**src/rtl/mem_ctrl_arbiter.sv**
```systemverilog
// ---------------------------------------------------------------------------
// mem_ctrl_arbiter
//
// Arbitrates whole-word instruction fetches and byte/half/word data loads and
// stores onto a single byte-wide synchronous RAM port. Multi-byte transfers
// are walked one byte per cycle; reads are assembled little-endian and
// zero-extended. Fetch responses carry the address they were fetched from so
// the requester can drop stale words after a redirect.
//
// Ports:
//   clk, rst           clock, asynchronous active-low reset
//   inst_req/inst_addr fetch request (level) and word-aligned address
//   inst_o/inst_pc     fetched word and the address it came from
//   inst_done          one-cycle pulse, inst_o/inst_pc valid
//   data_req/data_we   load/store request (level), 1 = store
//   data_addr/data_len byte address, length code (0:1B, 1:2B, 2/3:4B)
//   data_wdata         store data, low bytes used
//   data_rdata         load data, zero-extended
//   data_done          one-cycle pulse, load data valid / store finished
//   mem_din            RAM read byte, valid the cycle after mem_a is presented
//   mem_dout/mem_a     RAM write byte and byte address
//   mem_wr             RAM write enable
// ---------------------------------------------------------------------------
module mem_ctrl_arbiter #(
    parameter int ADDR_W = 32
) (
    input  logic              clk,
    input  logic              rst,
    input  logic              inst_req,
    input  logic [ADDR_W-1:0] inst_addr,
    output logic [31:0]       inst_o,
    output logic [ADDR_W-1:0] inst_pc,
    output logic              inst_done,
    input  logic              data_req,
    input  logic              data_we,
    input  logic [ADDR_W-1:0] data_addr,
    input  logic [1:0]        data_len,
    input  logic [31:0]       data_wdata,
    output logic [31:0]       data_rdata,
    output logic              data_done,
    input  logic [7:0]        mem_din,
    output logic [7:0]        mem_dout,
    output logic [ADDR_W-1:0] mem_a,
    output logic              mem_wr
);

    typedef enum logic [1:0] {
        IDLE  = 2'd0,
        READ  = 2'd1,
        WRITE = 2'd2
    } state_t;

    state_t            state;
    logic [ADDR_W-1:0] addr_r;    // base address of the transfer in flight
    logic [2:0]        len_r;     // transfer length in bytes: 1, 2 or 4
    logic [2:0]        cnt;       // index of the next byte to present (k)
    logic              src_inst;  // 1 = fetch, 0 = data access
    logic [31:0]       wdata_r;
    logic [31:0]       rbuf;      // bytes captured so far, unused bytes stay 0

    logic [1:0]        cap_idx;
    logic [31:0]       rbuf_next;
    logic [7:0]        wbyte;
    logic [ADDR_W-1:0] next_a;
    logic [2:0]        req_len;

    // Byte k-1 is the one returning from the RAM on the edge where cnt == k.
    // cnt == 4 wraps to index 3 through the 2-bit subtraction.
    always_comb begin
        cap_idx   = cnt[1:0] - 2'd1;
        rbuf_next = rbuf;
        rbuf_next[{cap_idx, 3'b000} +: 8] = mem_din;
        wbyte     = wdata_r[{cnt[1:0], 3'b000} +: 8];
        next_a    = addr_r + ADDR_W'(cnt);  // wraps modulo 2^ADDR_W
        req_len   = (data_len == 2'd0) ? 3'd1 :
                    (data_len == 2'd1) ? 3'd2 : 3'd4;
    end

    always_ff @(posedge clk or negedge rst) begin
        // NOTE: the datapath registers are few and feed outputs directly, so
        // they are all cleared by reset; every output must read 0 in reset.
        if (!rst) begin
            state      <= IDLE;
            addr_r     <= '0;
            len_r      <= '0;
            cnt        <= '0;
            src_inst   <= 1'b0;
            wdata_r    <= '0;
            rbuf       <= '0;
            inst_o     <= '0;
            inst_pc    <= '0;
            inst_done  <= 1'b0;
            data_rdata <= '0;
            data_done  <= 1'b0;
            mem_dout   <= '0;
            mem_a      <= '0;
            mem_wr     <= 1'b0;
        end else begin
            // NOTE: non-blocking assignments everywhere in this block; the
            // defaults below are overridden later in the same edge, which
            // makes the done outputs single-cycle pulses.
            inst_done <= 1'b0;
            data_done <= 1'b0;

            case (state)
                IDLE: begin
                    // The done flags seen here are the registered pulses, so
                    // the edge that ends a done cycle never accepts.
                    if (!inst_done && !data_done && (data_req || inst_req)) begin
                        cnt  <= 3'd1;
                        rbuf <= '0;
                        if (data_req) begin
                            addr_r   <= data_addr;
                            mem_a    <= data_addr;
                            len_r    <= req_len;
                            src_inst <= 1'b0;
                            wdata_r  <= data_wdata;
                            if (data_we) begin
                                mem_wr   <= 1'b1;
                                mem_dout <= data_wdata[7:0];
                                state    <= WRITE;
                            end else begin
                                state    <= READ;
                            end
                        end else begin
                            addr_r   <= inst_addr;
                            mem_a    <= inst_addr;
                            len_r    <= 3'd4;
                            src_inst <= 1'b1;
                            state    <= READ;
                        end
                    end
                end

                READ: begin
                    rbuf <= rbuf_next;
                    if (cnt < len_r) begin
                        mem_a <= next_a;
                        cnt   <= cnt + 3'd1;
                    end else begin
                        mem_a <= '0;
                        state <= IDLE;
                        if (src_inst) begin
                            inst_o    <= rbuf_next;
                            inst_pc   <= addr_r;
                            inst_done <= 1'b1;
                        end else begin
                            data_rdata <= rbuf_next;
                            data_done  <= 1'b1;
                        end
                    end
                end

                WRITE: begin
                    if (cnt < len_r) begin
                        mem_a    <= next_a;
                        mem_dout <= wbyte;
                        mem_wr   <= 1'b1;
                        cnt      <= cnt + 3'd1;
                    end else begin
                        mem_wr    <= 1'b0;
                        mem_a     <= '0;
                        data_done <= 1'b1;
                        state     <= IDLE;
                    end
                end

                default: state <= IDLE;
            endcase
        end
    end

endmodule

```
**config.mk**
```make
export PLATFORM = sky130hd
export DESIGN_NAME = mem_ctrl_arbiter
export DESIGN_NICKNAME = d
export VERILOG_FILES = /design/src/rtl/mem_ctrl_arbiter.sv
export SDC_FILE = /design/constraint.sdc
export NUM_CORES = 1
export LEC_CHECK = 0
export BUFFER_PORTS_ARGS = -buffer_cell sky130_fd_sc_hd__buf_2
export CORE_MARGIN = 2
export CORE_UTILIZATION = 25
export DETAILED_ROUTE_END_ITERATION = 10
export PLACE_DENSITY = 0.45
export REMOVE_ABC_BUFFERS = 1
export SYNTH_ARGS = -nofsm -noshare
export SYNTH_HDL_FRONTEND = slang
export SYNTH_SLANG_ARGS = --single-unit
```
**constraint.sdc**
```tcl
create_clock -name clk -period 3.8 [get_ports clk]
set_input_delay 1.14 -clock clk [delete_from_list [all_inputs] [get_ports clk]]
set_output_delay 1.14 -clock clk [all_outputs]
set_load 0.005 [all_outputs]
```
---- Yosys cells after proc, flatten, opt, wreduce, memory -nomap -nowiden ----
Index checks and enable logic that the tools add are counted.
storage, ports and cells
  output and inout bits ................... 139
  register bits ........................... 244
operators by class
  shift operators ......................... 3
  reductions and logical operators ........ 21
  multiplexer cells ....................... 36
  eq/ne operators ......................... 9
  add/subtract/negate cells ............... 4
  magnitude comparators ................... 1
  bitwise operators ....................... 2
operators by type and width
  operator                number
  $mux 32                 4
  $pmux 32 s2             2
  $add 32x3->32           1
  $bwmux 32               1
  $mux 8                  4
  $shift 8x7->32 const A  1
  $shiftx 32x6->8         1
  $shiftx 8x7->32         1
  $pmux 8 s2              1
  $mux 3                  5
  $reduce_and 3->1        4
  $mux 1                  11
  $ne 2x2->1 const B      5
  $mux 2                  4
  $reduce_and 2->1        4
  $neg 5->7               1
  $pmux 3 s2              1
  $reduce_bool 2->1       3
  $reduce_and 5->1        1
  $eq 2x1->1 const B      2
  $logic_not 2->1         2
  $pmux 1 s2              2
  $pmux 2 s2              1
  $reduce_and 4->1        1
  other kinds (10)        13

---- Longest topological paths before layout ----
Gate-level depths: netlist of run 1.
  depth in word-level cells ............... 5
  mapped depth ............................ 9
  gate-level depth less buffers ........... 8

---- Least setup slack after synthesis of run 1 ----
Ideal clock, no wire load.
  kind .................................... register to register
  start ................................... register cnt[1]
  end ..................................... register mem_a[26]
  setup slack ............................. 1.215 ns
  cell stages (with the launch flop) ...... 9
  required time ........................... 3.674 ns
  arrival ................................. 2.459 ns
  library setup time ...................... 0.126 ns
  path buffers ............................ 1
  cells stage by stage .................... dfrtp_1 > clkbuf_1 > inv_1 > fa_1 > and2b_1 > o2111ai_4 > nor4_1 > xor2_1 > a221o_1
between the ends
  word-level cells in the longest chain between the ends .. 3
  elaborated cells on any way between the ends .. 4
  classes of those cells .................. add/sub: 1; order compare: 1; mux: 2
RTL lines
  element                                      RTL line      source
  start: declaration                           56            logic [2:0] cnt;
  start signal: assignment                     139           cnt <= cnt + 3'd1;
  start signal: assignment                     159           cnt <= cnt + 3'd1;
  $add 32x3->32 or $lt 3x3->1 (tied branches)  74, 137, 155
  $mux 32 (*)                                  137, 155
  $pmux 32 s2 (*)                              105           case (state)
  end signal: assignment                       114           mem_a <= data_addr;
  end signal: assignment                       138           mem_a <= next_a;
  end signal: assignment                       156           mem_a <= next_a;
  end: declaration                             43            output logic [ADDR_W-1:0] mem_a,
Every way passes the cells marked *; elsewhere a longest branch is shown, timed or not.
A chain may end at the register's enable or synchronous reset.

---- Final worst setup path of run 1 ----
  start ................................... register state[0]
  end ..................................... register mem_a[4]
between the ends
  word-level cells in the longest chain between the ends .. 4
  elaborated cells on any way between the ends .. 8
  classes of those cells .................. eq/ne: 3; mux: 1; reduce/logical: 4
RTL lines
  element                                   RTL line  source
  start: declaration                        53        state_t state;
  start signal: assignment                  83        state <= IDLE;
  start signal: assignment                  121       state <= WRITE;
  start signal: assignment                  123       state <= READ;
  $eq 2x2->1 or $eq 2x1->1 (tied branches)  105
  $reduce_or 2->1 (no line)                 n/a
  $reduce_bool 2->1 (no line)               n/a
  $reduce_and 2->1 (no line)                n/a
  end signal: assignment                    114
  end signal: assignment                    127       mem_a <= inst_addr;
  end signal: assignment                    138
Several ways; a longest one is shown, not always the timed one.

==> results of run 1 <==
-- critical path: stages, from the launching register on --
cell      delay [ps]
dfrtp_1          380
inv_1             70
ha_1             740
clkinv_1         470
o21ai_2          840
o221ai_1         300
o21a_1           180
-- cells in the final DEF (no fill, tap or decap), types with 16 or more instances in the layout --
cell / netlist / final
nand2_1: 117 / 117
nor2_1: 32 / 32
nor3_1: 24 / 24
a22o_1: 34 / 34
mux2_2: 61 / 61
buf_4: 1 / 16
mux2i_1: 40 / 40
buf_2: 27 / 248
clkbuf_16: 0 / 29
o21ai_0: 102 / 102
dfrtp_1: 244 / 244
nor2b_1: 35 / 35
a21oi_1: 66 / 66
-- registers in the layout (all words and copies together), names as in the netlist --
name,cells
addr_r,32
data_rdata,32
inst_o,32
inst_pc,32
mem_a,32
rbuf,32
wdata_r,32
mem_dout,8
cnt,3
len_r,3
state,2
data_done,1
inst_done,1
mem_wr,1
src_inst,1
-- cell families after synthesis --
| group | Yosys count | share of synthesized area, % |
|---|---|---|
| and+or+nand+nor | 271 | 12.0 |
| AOI/OAI and AO/OA | 262 | 14.9 |
| DFF | 244 | 54.4 |
| muxes | 110 | 11.4 |
| buffers and inverters | 84 | 3.41 |
| xor gates and xnor gates | 27 | 2.11 |
| adders and majority gates | 15 | 1.74 |
-- layout make-up --
cell class / count / share of cell area, %
inverter: 16 / 0.427
timing repair buffer: 269 / 10.4
tap: 592 / 5.26
antenna: 2 / 0.0356
clock inverter: 4 / 0.516
multi-input combinational: 685 / 33.8
sequential: 244 / 43.4
clock buffer: 47 / 6.21
-- power groups by stage --
stage               logic (mW)  clock network [mW]  registers [mW]
floorplan                 3.08                   0            4.42
global placement          5.07                   0            4.57
detailed placement        5.13                   0            4.58
CTS                       5.15                2.87            4.55
global route              5.66                2.99            4.69
finish                    5.01                2.78            4.52
-- how the worst max path moves through the flow --
stage | from | endpoint | cells past startpoint
3_3_place_gp | state[0] | mem_a[8] | 6
2_1_floorplan | data_req | mem_a[0] | 5
5_1_grt | state[0] | mem_a[4] | 6
3_5_place_dp | state[0] | mem_a[4] | 6
6_report | state[0] | mem_a[4] | 6
4_1_cts | state[0] | mem_a[4] | 6
-- cells in the mapped netlist, drive strengths merged, types with 3 or more instances --
cell    count  area, µm²
a21oi      66        330
a221o      14        140
a22o       34        298
a22oi       6       50.1
and2        4       25.0
and3       13       81.3
and4        4       37.5
buf        40        218
clkbuf     28        105
dfrtp     244       6110
ha         14        175
inv        15       56.3
mux2       62        698
mux2i      40        400
mux4        8        180
nand2     117        439
nand3      16       85.1
nand4       7       50.1
nor2       35        144
nor2b      35        219
nor3       24        120
nor4        5       56.3
o21a        6       45.0
o21ai     115        594
o221ai      6       52.6
or2         3       21.3
xnor2      15        131
xor2       12        105
-- routing by layer --
metal,vias to the layer above,routed length (µm),GRT usage [%]
li1,4080,-,-
met1,4139,15200,19.3
met2,166,16200,24.1
met3,46,1670,2.86
met4,4,739,3.72
met5,-,23,0
-- per-stage QoR --
| stage | worst slack, ps | hold WS, ps | cells | area, µm² |
|---|---|---|---|---|
| 2_1_floorplan | -254 | 435 | 945 | 10900 |
| 3_3_place_gp | 828 | 451 | 1806 | 13100 |
| 3_5_place_dp | 686 | 455 | 1806 | 13100 |
| 4_1_cts | 677 | 468 | 1857 | 14100 |
| 5_1_grt | 416 | 493 | 1858 | 14100 |
| 6_report | 715 | 464 | 1859 | 14100 |
==> results.json, run 1 <==
{
  "outcome": "finished clean",
  "yosysWarnings": 0,
  "relSlewSlack_pct": 35.2,
  "worstSetupEndpointType": "flop",
  "post_synth_inst_count": 1013,
  "netlist_area_um2": 11200,
  "drc_errors": 0,
  "hold_viol_final": 0,
  "worstSetupPathType": "flop to flop",
  "grt_setup_unrepaired": "false",
  "rows": 77,
  "tightest_slew_ps": 971,
  "max_freq_ghz": 0.324,
  "cts_tree": "yes",
  "slew_violations": 0,
  "reg2reg_slack_ps": 710,
  "synth-seq-cells": 244,
  "die_height_um": 216,
  "grt_pass1_wl_um": 53100,
  "start_util_pct": 25.4,
  "worstReg2RegEnd": "mem_a[4]",
  "setup_viol": 0,
  "clock_latency_ps": 560,
  "fp.coreArea_um2": 44200,
  "routedWlPerCell_um": 18.2,
  "clock-sinks": 244,
  "power.density_nw_per_um2": 875,
  "peakVddDrop_uv": 386,
  "final_util_pct": 31.8,
  "holdPathStages": 2,
  "swShare_pct": 38.5,
  "drive_gt1_share_pct": 31.9,
  "clock_skew_ps": 21.7,
  "h-tree-depth": 1,
  "async_flop_share_pct": 100,
  "cts_buffers": 29,
  "cts_setup_buffers": 0,
  "hold_class": "flop to flop",
  "worstRegToRegCells": 6,
  "r2r_start": "state[0]",
  "final_net_count": 1371,
  "fin_setup_tns_ps": 0,
  "dr.pass1.iters": 5,
  "num_io_pins": 250,
  "drv_cap": 0,
  "clk_pin_slew_ps": 60,
  "area_delta_synth_final_pct": 25.4,
  "seq_area_frac_synth_pct": 54.4,
  "via_per_inst": 4.54,
  "cts_resized": 0,
  "cts.path.max_buffers": 3,
  "min_from": "len_r[0]",
  "p_seq_share_pct": 36.7,
  "multi_input_area_um2": 4760,
  "power_switching_mw": 4.75,
  "drt_iter0_drc": 398,
  "synthFlopType": "dfrtp_1",
  "crit_fanout": 21,
  "finalPower_mw": 12.3,
  "num_vias": 8435,
  "finalCriticalPeriod_ps": 3090,
  "antenna_found_initial": 4,
  "cts_hold_buffers": 0,
  "wl_um": 33900,
  "grtUsageTotal_pct": 14.5,
  "hold_end": "len_r[0]",
  "p_leak_nw": 6.56,
  "ant_nets": 0,
  "p_clk_share_pct": 22.5,
  "finalCritPeriodShare_pct": 81.2,
  "avgSynthCellArea_um2": 11.1,
  "die_w_um": 216,
  "nFillCells": 4595,
  "io_buffers": 249,
  "grt_start_max_net_pins": 85,
  "grt_pass1_vias": 8620,
  "root_buffer": "clkbuf_16",
  "gp_congestion": 0.749,
  "critPathRequiredTime_ps": 4250,
  "cp.arrival_ps": 3530,
  "synth_edf_count": 0,
  "dpl.hpwl_um": 24500,
  "combPwrFrac_pct": 40.7,
  "grt_overflow_total": 0,
  "synth_cell_types": 65,
  "design.die.area_um2": 46600,
  "start_kind": "flop",
  "p_int_mw": 7.57,
  "ff_latch_area_um2": 6110
}
No activity file was read; power rests on OpenSTA's default activity.
==> run 2: changes to the inputs <==
ABC_AREA = 1   (was unset)
PLACE_DENSITY = 0.46   (was 0.45)
clock period = 2.8 ns   (was 3.8 ns; I/O delays follow)
==> results.json, run 2 <==
{
  "cts_tree": "yes",
  "synth_top_cells_by_count": "nand2_1, dfrtp_1, o21ai_0",
  "die_w_um": 218,
  "antenna_found_initial": 2,
  "routedWlPerCell_um": 17.2,
  "r2r_start": "cnt[1]",
  "drc_errors": 0,
  "drt_iter0_drc": 524,
  "grt_setup_unrepaired": "false",
  "worstReg2RegEnd": "mem_a[29]",
  "final_cell_mix": "nand2_1, buf_2, dfrtp_1, o21ai_0, nor2_1",
  "synthFlopType": "dfrtp_1",
  "yosysWarnings": 0,
  "num_io_pins": 250,
  "slew_violations": 0,
  "power.density_nw_per_um2": 1190,
  "synth_cell_types": 38,
  "max_freq_ghz": 0.422,
  "worstSetupPathType": "flop to flop",
  "die_height_um": 218,
  "synth.most_common_cell": "nand2_1",
  "final_common_cell": "nand2_1",
  "grt_pass1_wl_um": 59400,
  "cts.path.max_buffers": 3,
  "setup_viol": 0,
  "area_delta_synth_final_pct": 25.8,
  "relSlewSlack_pct": 54.6,
  "layout_setup_ws_ps": 433,
  "final_net_count": 1774,
  "cts_buffers": 29,
  "cts_setup_buffers": 0,
  "cts_hold_buffers": 0,
  "dpl.hpwl_um": 27900,
  "hold_class": "input pin to async pin",
  "reg2reg_slack_ps": 430,
  "post_synth_inst_count": 1404,
  "worstRegToRegCells": 10,
  "drive_gt1_share_pct": 20.5,
  "final_util_pct": 31.8,
  "p_leak_nw": 7.22,
  "grt_pass1_vias": 10000,
  "nFillCells": 4832,
  "start_util_pct": 25.3,
  "num_vias": 10200,
  "avgSynthCellArea_um2": 8.17,
  "clock_skew_ps": 15.2,
  "dr.pass1.iters": 5,
  "clock_latency_ps": 580,
  "peakVddDrop_uv": 765,
  "synth_edf_count": 0,
  "hold_viol_final": 0,
  "netlist_area_um2": 11500,
  "fp.coreArea_um2": 45300,
  "via_per_inst": 4.47,
  "ant_nets": 0,
  "drv_cap": 0,
  "place_inst": 2217,
  "cp.arrival_ps": 2870,
  "outcome": "finished clean",
  "async_flop_share_pct": 100,
  "finalCritPeriodShare_pct": 84.5,
  "tightest_slew_ps": 679,
  "h-tree-depth": 1,
  "clk_pin_slew_ps": 60,
  "finalPower_mw": 17.1,
  "gp_congestion": 0.805,
  "finalCriticalPeriod_ps": 2370,
  "fin_setup_tns_ps": 0,
  "yosysTopAreaCell": "dfrtp_1",
  "cts_resized": 0,
  "pre_cts_ws_ps": 379,
  "rows": 78,
  "yosys-top-cells-area": "dfrtp_1, nand2_1, o21ai_0, nor2_1, inv_1",
  "io_buffers": 249,
  "clock-sinks": 244,
  "grt_start_max_net_pins": 92,
  "crit_fanout": 13,
  "critPathRequiredTime_ps": 3300,
  "grt_overflow_total": 0,
  "wl_um": 39000,
  "finalNonFillerCells": 2271,
  "seq_area_frac_synth_pct": 53.2,
  "grtUsageTotal_pct": 16.1,
  "n_antenna_cell": 0,
  "root_buffer": "clkbuf_16",
  "synth-seq-cells": 244,
  "design.die.area_um2": 47600,
  "synth_top_area_share_pct": 53.2,
  "start_kind": "flop",
  "worstSetupEndpointType": "flop"
}
-- run 2: cells by family after synthesis --
family / synth area share, %
AO/OA/AOI/OAI: 13.4
XOR/XNOR: 0.382
adder cells (fa/ha/maj): 1.70
buffers and inverters: 6.66
flip-flops: 53.2
multiplexers: 2.01
AND/OR/NAND/NOR: 22.6
-- run 2: worst max-delay path by stage --
stage	start	endpoint	slack [ps]	depth (start not counted)
2_1_floorplan	cnt[0]	inst_o[0]	-400	8
3_3_place_gp	data_req	len_r[1]	390	8
3_5_place_dp	data_req	rbuf[5]	380	5
4_1_cts	cnt[0]	inst_o[20]	400	8
5_1_grt	cnt[0]	data_rdata[22]	150	8
6_report	cnt[1]	mem_a[29]	430	10
-- run 2: layer usage --
metal  vias up  global-route usage (%)  wire length [µm]
li1       5044                       -                 -
met1      4863                    22.5             18400
met2       196                    26.0             18000
met3        43                    2.69              1840
met4         4                    3.81               657
met5         -                       0                25
-- run 2: worst max-delay path, cell delays in order, from the launching register on --
cell,delay (ps)
dfrtp_1,380
buf_4,220
ha_1,310
nand2_1,50
nand2_1,110
nand3_1,200
nor2_1,580
nand2_1,130
nand2_1,80
nand3_1,80
a21oi_1,130
-- run 2: stage by stage --
stage	area (µm²)	hold slack (ps)
after floorplan	11200	437
after global placement	13500	450
final	14400	146
after global routing	14400	139
after detailed placement	13500	461
after CTS	14400	124
-- run 2: cell type report --
cell class,instances,area (µm²),area share [%]
clock buffer,43,858,5.95
clock inverter,11,100,0.694
inverter,121,455,3.16
multi-input combinational,976,4620,32.0
sequential,244,6110,42.3
tap,600,751,5.21
timing repair buffer,276,1530,10.6
-- run 2: report_power, final --
group | internal [mW] | switching [mW]
logic | 2.49 | 4.74
registers | 5.04 | 1.04
clock network | 2.21 | 1.58
==> run 3: changes to the inputs <==
clock period = 2 ns   (was 2.8 ns; I/O delays follow)
==> results.json, run 3 (same netlist as run 2, synthesis figures left out) <==
{
  "finalNonFillerCells": 2353,
  "start_kind": "flop",
  "r2r_start": "cnt[0]",
  "drive_gt1_share_pct": 26.9,
  "grtUsageTotal_pct": 16.3,
  "grt_start_max_net_pins": 67,
  "power.density_nw_per_um2": 1670,
  "io_buffers": 249,
  "drv_cap": 0,
  "finalCriticalPeriod_ps": 1970,
  "die_height_um": 218,
  "drc_errors": 0,
  "clock_latency_ps": 570,
  "wl_met2_um": 20100,
  "ant_nets": 0,
  "grt_setup_unrepaired": "true",
  "ff_latch_area_um2": 6110,
  "h-tree-depth": 1,
  "multi_input_area_um2": 4820,
  "drt_iter0_drc": 563,
  "critPathRequiredTime_ps": 2460,
  "clock_skew_ps": 12.7,
  "worstRegToRegCells": 13,
  "final_common_cell": "nand2_1",
  "final_cell_mix": "nand2_1, buf_2, dfrtp_1, o21ai_0, nor2_1",
  "cts.path.max_buffers": 3,
  "worstSetupEndpointType": "flop",
  "drt-met1-wl_um": 18900,
  "clk_pin_slew_ps": 60,
  "p_leak_nw": 7.85,
  "peakVddDrop_uv": 639,
  "fp.coreArea_um2": 45300,
  "num_io_pins": 250,
  "gp_congestion": 0.824,
  "num_vias": 10800,
  "worstReg2RegEnd": "mem_a[14]",
  "crit_fanout": 7,
  "finalPower_mw": 26.1,
  "highest_layer": "met5",
  "hold_viol_final": 0,
  "place_inst": 2275,
  "routedWlPerCell_um": 18.1,
  "wl_um": 42500,
  "dpl.hpwl_um": 28400,
  "via_per_inst": 4.60,
  "tightest_slew_ps": 532,
  "wl_met3_um": 2360,
  "worstSetupPathType": "flop to flop",
  "setup_viol": 0,
  "grt_pass1_wl_um": 60400,
  "area_delta_synth_final_pct": 36.7,
  "rows": 78,
  "hold_end": "wdata_r[13]",
  "start_util_pct": 25.3,
  "root_buffer": "clkbuf_16",
  "cts_tree": "yes",
  "cts_buffers": 30,
  "slew_violations": 0,
  "final_net_count": 1856,
  "hold_class": "input pin to flop",
  "dr.pass1.iters": 5,
  "cp.arrival_ps": 2430,
  "clock-sinks": 244,
  "holdPathStages": 3,
  "outcome": "finished clean",
  "finalCritPeriodShare_pct": 98.5,
  "design.die.area_um2": 47600,
  "antenna_found_initial": 3,
  "min_from": "data_wdata[13]",
  "reg2reg_slack_ps": 30,
  "relSlewSlack_pct": 64.4,
  "die_w_um": 218,
  "grt_overflow_total": 0,
  "nFillCells": 4847,
  "n_antenna_cell": 0,
  "grt_pass1_vias": 10500,
  "max_freq_ghz": 0.507
}
## run 3: changes by cell type in the layout (fill, tap and decap cells not counted), moves of 9 or more
| cell | previous run | this run |
|---|---|---|
| nand2_1 | 426 | 415 |
| buf_4 | 21 | 65 |
| o21ai_0 | 168 | 149 |
| buf_6 | 0 | 9 |
| buf_12 | 6 | 21 |
| o21ai_1 | 4 | 23 |
| clkbuf_16 | 29 | 39 |
## run 3: timing repair
action | 4_1_cts | 5_1_grt
hold buffers | 1 | 0
hold endpoints to repair | 35 | 0
pin swaps | 1 | 16
gates resized for setup | 7 | 86
endpoints found under the setup margin | 24 | 155
setup buffers | 1 | 7
cloned | 0 | 14
## run 3: worst max-delay path, stage by stage (launching register included)
cell and delay (ps):
dfrtp_2 420, ha_4 150, inv_2 40, fa_2 370, inv_2 60, nand3_2 70
nand2_4 120, nand2_4 70, nor2_4 100, buf_6 150, buf_6 110, nand2_2 40
nand3_2 80, a21oi_2 50
## run 3: power breakdown
group          switching (mW)  total [mW]  leakage, nW  internal [mW]
sequential               1.48        8.54         3.11           7.06
combinational            7.39        12.3         4.25           4.88
clock                    2.23        5.32        0.491           3.09
## run 3: layout make-up
type,count,share of cell area (%)
clock inverter,17,0.814
tap,600,4.79
multi-input combinational,976,30.7
clock buffer,38,5.36
inverter,121,2.96
sequential,244,39.0
timing repair buffer,357,16.4
## run 3: worst max-delay path by stage
stage	start	endpoint
after detailed placement	addr_r[0]	mem_a[28]
final	cnt[0]	mem_a[14]
after floorplan	cnt[0]	inst_o[0]
after CTS	cnt[1]	mem_a[1]
after global routing	cnt[0]	mem_a[22]
after global placement	addr_r[0]	mem_a[28]
## run 3: routing by layer
layer	track usage [%]	vias to the layer above
met3	3.19	63
met4	4.83	6
li1	-	5210
met2	26.3	285
met5	0	-
met1	21.9	5250
## run 3: through the flow
step                setup slack [ps]  cell area (µm²)  setup TNS (ps)  util, %  hold slack [ps]
floorplan                      -1200            11200         -154760        -              304
global placement               -46.1            14100            -109     31.1              449
detailed placement             -75.7            14100            -366     31.1              454
CTS                            -1.71            15100           -1.71     33.3              189
global route                    -110            15700            -615     34.6              202
finish                          29.3            15700               0     34.6              220
